File: src/rtl/data_cache_responder.sv
// data_cache_responder: direct-mapped, write-through, no-write-allocate data cache
// with zero-latency read hits and in-order line refill from a word-wide memory port.
module data_cache_responder #(
   parameter int NUM_LINES      = 16,
   parameter int WORDS_PER_LINE = 4
) (
   input  logic        clk_i,
   input  logic        rst_i,
   input  logic        req_i,
   input  logic [31:2] addr_i,
   input  logic [3:0]  write_en_i,
   input  logic [31:0] wdata_i,
   output logic [31:0] rdata_o,
   output logic        busy_o,
   output logic        mem_req_o,
   output logic        mem_we_o,
   output logic [31:2] mem_addr_o,
   output logic [3:0]  mem_wstrb_o,
   output logic [31:0] mem_wdata_o,
   input  logic [31:0] mem_rdata_i,
   input  logic        mem_ack_i
);
   localparam int OFF_W = $clog2(WORDS_PER_LINE);
   localparam int IDX_W = $clog2(NUM_LINES);
   localparam int TAG_W = 30 - OFF_W - IDX_W;
   localparam logic [OFF_W-1:0] LAST = OFF_W'(WORDS_PER_LINE - 1);
   typedef enum logic [1:0] {IDLE, REFILL, WRITE} state_t;
   state_t state;
   logic [NUM_LINES-1:0] valid;
   logic [TAG_W-1:0] tags [NUM_LINES];
   logic [31:0] data [NUM_LINES*WORDS_PER_LINE];
   logic [OFF_W-1:0] cnt, cnt_nx, off;
   logic [IDX_W-1:0] idx;
   logic [TAG_W-1:0] tag;
   logic [31:0] mask;
   logic hit, rd, ack;
   assign off    = addr_i[2 +: OFF_W];
   assign idx    = addr_i[2+OFF_W +: IDX_W];
   assign tag    = addr_i[31 -: TAG_W];
   assign cnt_nx = cnt + OFF_W'(1);
   assign hit    = valid[idx] && tags[idx] == tag;
   assign rd     = write_en_i == 4'b0000;
   assign ack    = mem_req_o && mem_ack_i;
   assign mask   = {{8{mem_wstrb_o[3]}}, {8{mem_wstrb_o[2]}}, {8{mem_wstrb_o[1]}}, {8{mem_wstrb_o[0]}}};
   assign rdata_o = (state == IDLE && req_i && rd && hit) ? data[{idx, off}] : 32'h0;
   assign busy_o  = state == REFILL ? 1'b1 : state == WRITE ? !mem_ack_i : req_i && (!rd || !hit);
   always_ff @(posedge clk_i or posedge rst_i) begin
      if (rst_i) begin
         state       <= IDLE;
         valid       <= '0;
         cnt         <= '0;
         mem_req_o   <= 1'b0;
         mem_we_o    <= 1'b0;
         mem_addr_o  <= '0;
         mem_wstrb_o <= 4'h0;
         mem_wdata_o <= 32'h0;
      end else begin
         case (state)
            IDLE: begin
               if (req_i && !rd) begin
                  state       <= WRITE;
                  mem_req_o   <= 1'b1;
                  mem_we_o    <= 1'b1;
                  mem_addr_o  <= addr_i;
                  mem_wstrb_o <= write_en_i;
                  mem_wdata_o <= wdata_i;
               end else if (req_i && !hit) begin
                  // the line is invalid until its last word lands, so an aborted refill leaves no stale hit
                  state      <= REFILL;
                  valid[idx] <= 1'b0;
                  cnt        <= '0;
                  mem_req_o  <= 1'b1;
                  mem_addr_o <= {tag, idx, {OFF_W{1'b0}}};
               end
            end
            REFILL: begin
               if (ack) begin
                  cnt        <= cnt_nx;
                  mem_addr_o <= {tag, idx, cnt_nx};
                  if (cnt == LAST) begin
                     state      <= IDLE;
                     valid[idx] <= 1'b1;
                     mem_req_o  <= 1'b0;
                     mem_addr_o <= '0;
                  end
               end
            end
            WRITE: begin
               if (ack) begin
                  state       <= IDLE;
                  mem_req_o   <= 1'b0;
                  mem_we_o    <= 1'b0;
                  mem_addr_o  <= '0;
                  mem_wstrb_o <= 4'h0;
                  mem_wdata_o <= 32'h0;
               end
            end
            default: state <= IDLE;
         endcase
      end
   end
   always_ff @(posedge clk_i) begin
      if (state == REFILL && ack) data[{idx, cnt}] <= mem_rdata_i;
      if (state == REFILL && ack && cnt == LAST) tags[idx] <= tag;
      if (state == WRITE && ack && hit) data[{idx, off}] <= (data[{idx, off}] & ~mask) | (mem_wdata_o & mask);
   end
endmodule

File: config.mk
export PLATFORM = sky130hd
export DESIGN_NAME = data_cache_responder
export DESIGN_NICKNAME = d
export VERILOG_FILES = /design/src/rtl/data_cache_responder.sv
export SDC_FILE = /design/constraint.sdc
export NUM_CORES = 2
export LEC_CHECK = 0
export ABC_AREA = 1
export CAP_MARGIN = 20
export CORE_MARGIN = 5
export CORE_UTILIZATION = 40
export DETAILED_ROUTE_END_ITERATION = 12
export MAX_ROUTING_LAYER = met4
export PLACE_DENSITY = 0.67
export SYNTH_ARGS = -nofsm -noshare
export SYNTH_HDL_FRONTEND = slang
export SYNTH_SLANG_ARGS = --single-unit
File: constraint.sdc
create_clock -name clk_i -period 13.15 [get_ports clk_i]
set_input_delay 2.63 -clock clk_i [delete_from_list [all_inputs] [get_ports clk_i]]
set_output_delay 2.63 -clock clk_i [all_outputs]
set_load 0.005 [all_outputs]
* Yosys cells after proc, flatten, opt, wreduce, memory -nomap -nowiden
Memory sizes are Yosys's and may differ from the RTL's.
Index checks and enable logic that the tools add are counted.
** Storage, ports and cells
- Memory bits (writable) :: 2432
- Logic and storage cells :: 111
- Input port bits :: 102
- Memories kept :: 2
- Bits in registers :: 88
** Operators by class
- Order comparisons :: 2
- Equal/unequal tests :: 11
- Add/sub/neg operators :: 1
- Bitwise logic cells :: 7
- Reductions and logical operators :: 29
- Muxes and demuxes :: 51
** Memories
- data :: depth 64, bits a word 32, read ports 1, clocked after memory_dff 0, wr ports 1, line 31 : logic [31:0] data [NUM_LINES*WORDS_PER_LINE];
- tags :: depth 16, bits a word 24, read ports 1, clocked after memory_dff 0, wr ports 1, line 30 : logic [TAG_W-1:0] tags [NUM_LINES];
** Operators with widths (number)
- 30-bit two-way mux :: 5
- 32-bit two-way mux :: 4
- 30-bit case mux with 3 select lines :: 1
- 32-bit AND :: 2
- 16-bit two-way mux :: 4
- 32-bit case mux with 2 select lines :: 1
- 32-bit NOT :: 1
- 32-bit OR :: 1
- 16-bit case mux with 2 select lines :: 1
- 32-bit OR reduction :: 1
- 24-bit == test :: 1
- 1-bit two-way mux :: 17
- 16-bit AND :: 1
- 2-bit two-way mux :: 8
- 16-bit NOT :: 1
- 16-bit OR :: 1
- 1-bit logical AND :: 13
- 4-bit AND reduction :: 3
- 5-bit AND reduction :: 2
- 4-bit two-way mux :: 2
- 4-bit case mux with 2 select lines :: 1
- 6-bit two-way mux :: 1
- 2-bit by 1-bit != test with 1-bit output, second input constant :: 3
- 2-bit != test, second input constant :: 3
- 19 further kinds :: 23

* Logic depth before layout (Yosys ltp)
- Word-level depth :: 9
- Mapped depth :: 25
- Depth with buffers taken out :: 20

* Worst setup path after synthesis
No wires, ideal clock.
- Path kind :: input to register
- Start :: input addr_i[2] in the netlist's numbering
- End :: memory data[0][14] (data pin)
- Path slack :: 5404 ps
- Arrival :: 7044 ps
- Cell stages on the path :: 14
- Library setup time :: 702 ps
- Required time :: 12448 ps
- Path buffers :: 5
- Cells stage by stage :: clkbuf_1 > inv_2 > clkbuf_1 > clkbuf_1 > clkbuf_1 > clkbuf_1 > nor2_1 > o22ai_1 > nand2_1 > nand4_1 > nand2_1 > nand3b_1 > a21boi_0 > o21ai_0
** Between the ends
- Word-level cells in the longest chain between the ends :: 4
** RTL lines
- start: declaration :: line 10 : input logic [31:2] addr_i,
- memory 64 x 32 bit
- 32-bit AND :: line 105 : if (state == WRITE && ack && hit) data[{idx, off}] <= (data[{idx, off}] & ~mask) | (mem_wdata_o & mask);
- 32-bit OR :: line 105
- 32-bit two-way mux (no source line)
- end: declaration :: line 31
No other way between the ends.

* Worst setup path after layout
- Start :: input addr_i[6] in the netlist's numbering
- End :: output rdata_o[1]
** Between the ends
- Word-level cells in the longest chain between the ends :: 5
- Elaborated cells between the ends (all ways) :: 8
- Those cells by class :: 1 x eq/ne; 3 x mux; 2 x reduce/logical; 2 x memory
** RTL lines
- memory 16 x 24 bit or 1-bit binary-select mux with 4-bit select (tied branches)
- 24-bit == test or 1-bit two-way mux (tied branches) :: line 41 : assign hit = valid[idx] && tags[idx] == tag;
- 1-bit logical AND :: line 41
- 1-bit logical AND :: line 45 : assign rdata_o = (state == IDLE && req_i && rd && hit) ? data[{idx, off}] : 32'h0;
- 32-bit two-way mux (*) :: line 45
- end: declaration :: line 13 : output logic [31:0] rdata_o,
Every way passes the cells marked *; elsewhere a longest branch is shown, timed or not. The select of a mux whose other input is x is not followed.

==> results_dict.tcl <==
set metrics [dict create \
    fin_util_pct 45.7 \
    port_buffers 202 \
    whs_path_depth 2 \
    root_buffer "clkbuf_16" \
    grt_pass1_vias 64900 \
    endpoint_kind "output port" \
    dieHeight_um 511 \
    ant_nets 0 \
    report.final.slew_viol_count 0 \
    drive_gt1_share_pct 8.28 \
    path_max_fanout 41 \
    syn-cell-area_sq_um 100000 \
    fmax_mhz 98.2 \
    timing.rr.start "tags[0][14]$_DFFE_PP_" \
    die_area_sq_um 261000 \
    reg2reg_depth 19 \
    crit_type "primary input to output port" \
    p_total_w 0.0173 \
    fin_nets 8291 \
    setup_viol 0 \
    clk_pin_slew_worst_paths_ps 60 \
    cpMaxStageDelayCell "clkdlybuf4s50_1" \
    holdBufCountCts 0 \
    cts-buffers-inserted 230 \
    worstHoldStart "mem_addr_o[9]$_DFFE_PP0P_" \
    ys.flop_type "edfxtp_1" \
    arrival_ps 7550 \
    synth_area_per_cell_sq_um 12.4 \
    power.leakage_nw 37.9 \
    skew_ps 64.5 \
    cap_viol_max_count 0 \
    htreeDepth 4 \
    cp_cell_sequence "clkdlybuf4s50_1 -> nand2_2 -> buf_4 -> inv_2 -> buf_4 -> nand2_1 -> nand2_1 -> nor2_1 -> nand2_1 -> nand3_1 -> nor2_1 -> nand3_1 -> nor2_1 -> nand4_1 -> buf_4 -> a31oi_1 -> clkdlybuf4s50_1" \
    cts_resized 0 \
    synthDistinctLibCells 51 \
    via_per_inst 5.80 \
    tightest_slew_ps 1130 \
    min_to "mem_addr_o[9]$_DFFE_PP0P_" \
    clkLatencyLatePin_ps 880 \
    start_util_pct 40.1 \
    synth-warning-count 0 \
    cpPeakStageDelay_ps 830 \
    dieWidth_um 511 \
    core_sq_um 250000 \
    postSynthCellCount 8073 \
    cts.sinks 2520 \
    io_pins 203 \
    post-route-period-util_pct 77.4 \
    finalHoldViolations 0 \
    grt_pass1_wl_um 435000 \
    p_per_area_nw_per_um2 151 \
    wire_per_inst_um 25.6 \
    cts_tree "done" \
    status "completed" \
    maxSlewHeadroom_pct 24.1 \
    dpl.hpwl_um 162000 \
    drt_iter0_drc 9775 \
    fin_setup_tns_ps 0 \
    area_delta_synth_final_pct 14.0 \
    drc 0 \
    grt_usage_pct 22.9 \
    rsz0062_at_grt "no" \
    vias 68100 \
    firstDrtPassIters 8 \
    cts_setup_buffers 0 \
    grt_max_degree 220 \
    finalCriticalPeriod_ps 10180 \
    hp-class "flop to flop" \
    worstReg2RegEnd "data[46][9]$_DFFE_PP_" \
    cts.path.max_buffers 3 \
    synth_seq_cells 2520 \
    gr-total-overflow 0 \
    row_count 184 \
    ir_drop_mv 0.130 \
    place_congestion 0.892 \
    r2r_slack_ps 7620 \
    antenna_found_initial 16 \
    yosysSeqAreaShare_pct 74.9 \
    synth_edf_count 2432 \
    synth.net_count 8180 \
    worstSetupStartpointType "primary input" \
    async_flop_share_pct 3.49 \
    worst_ep_required_time_ps 10520 \
    wl_um 301000 \
]
==> worst max path at each step <==
stage / startpoint / endpoint / slack (ps) / depth (start not counted)
floorplan: addr_i[2] / data[0][14]$_DFFE_PP_ / 5400 / 14
global placement: addr_i[7] / rdata_o[23] / 3200 / 15
detailed placement: addr_i[6] / rdata_o[15] / 3190 / 16
CTS: addr_i[6] / rdata_o[15] / 3160 / 16
global route: addr_i[6] / rdata_o[15] / 2780 / 17
finish: addr_i[6] / rdata_o[1] / 2970 / 17
==> flip-flops by register name (all words and copies together), names as in the netlist, named ones only <==
name and cells:
cnt 2, data 2048, mem_addr_o 30, mem_req_o 1, mem_wdata_o 32, mem_we_o 1
mem_wstrb_o 4, state 2, tags 384
==> Yosys cell counts (2+ instances only) <==
master	count	area [sq um]
nor2_4	2	22.5
nand4_1	81	507
o21ai_1	13	65.1
ha_1	5	62.6
or2_2	2	12.5
o211ai_1	23	173
a22o_1	49	429
nand3_1	105	526
inv_1	100	375
o22ai_1	506	3170
nand3_4	2	35.0
dfrtp_1	88	2200
nand2_1	1519	5700
nand3_2	5	50.1
o21bai_1	10	75.1
nor2_1	1250	4690
nand3b_1	3	22.5
a41oi_1	28	245
or3b_2	4	35.0
clkbuf_1	398	1490
a211oi_1	2	15.0
edfxtp_1	2432	73000
nand2_2	8	50.1
nor3_1	54	270
buf_2	72	360
a21oi_1	46	230
a22oi_1	2	15.0
o21a_1	20	150
o21ai_0	1145	5730
inv_2	5	18.8
a31oi_1	6	37.5
a221oi_1	18	158
buf_1	35	131
buf_6	6	67.6
buf_4	13	97.6
==> cell type report <==
class / count / area, sq um
flip-flops and latches: 2520 / 75200
inverters: 106 / 425
clock inverters: 151 / 1500
clock buffers: 276 / 5950
diodes: 13 / 32.5
fillers: 22000 / 136000
repair buffers: 403 / 3870
well taps: 3348 / 4190
multi-input cells: 4923 / 23200
==> layer usage <==
layer  global-route usage (%)  wire (um)  share of wire, %
met1                     29.5     113000                38
met2                     35.4     140000                46
met3                     4.83      34100                11
met4                     9.76      14400               4.8
met5                        -          0                 0
==> critical path, delay by kind of cell <==
family / cells / cell delay, ps
compound gates: 1 / 250
buf+inv: 6 / 2980
simple gates: 10 / 1610
==> placed cells by master, fill, tap and decap left out, types with 28 or more instances in the layout <==
master / count
clkbuf_1: 44
edfxtp_1: 2432
inv_1: 95
o22ai_1: 506
buf_4: 176
clkinv_1: 54
o21ai_0: 1143
clkbuf_16: 230
a41oi_1: 28
nor3_2: 47
nand3_1: 105
a21oi_1: 46
nor2_4: 41
nand4_1: 81
dfrtp_1: 88
clkinv_2: 51
nor2_1: 1211
clkdlybuf4s50_1: 198
nand2_1: 1503
a22o_1: 49
==> stage by stage <==
stage                     setup slack (ps)  cells  hold slack, ps  area, sq um
after floorplan                       5400   8073             450       100000
after global placement                3200  11300             465       107000
after detailed placement              3190  11300             471       107000
after CTS                             3160  11700             488       114000
after global routing                  2780  11700             500       114000
final                                 2970  11700             488       114000
==> power breakdown <==
part,internal (W),switching (W),leakage (nW)
registers,0.00891,0.0000732,23.0
logic,0.000486,0.00117,11.2
clock network,0.00367,0.00296,3.65
total,0.0131,0.00420,37.9
==> kinds of logic after synthesis <==
kind of cell	Yosys count	share of synthesized area, %
mux	2	0.0212
flops	2520	74.9
simple gates	3041	11.9
fa+ha+maj	5	0.0623
buf+inv	630	2.54
compound gates	1875	10.5
Power figures use the tool's default switching activity.
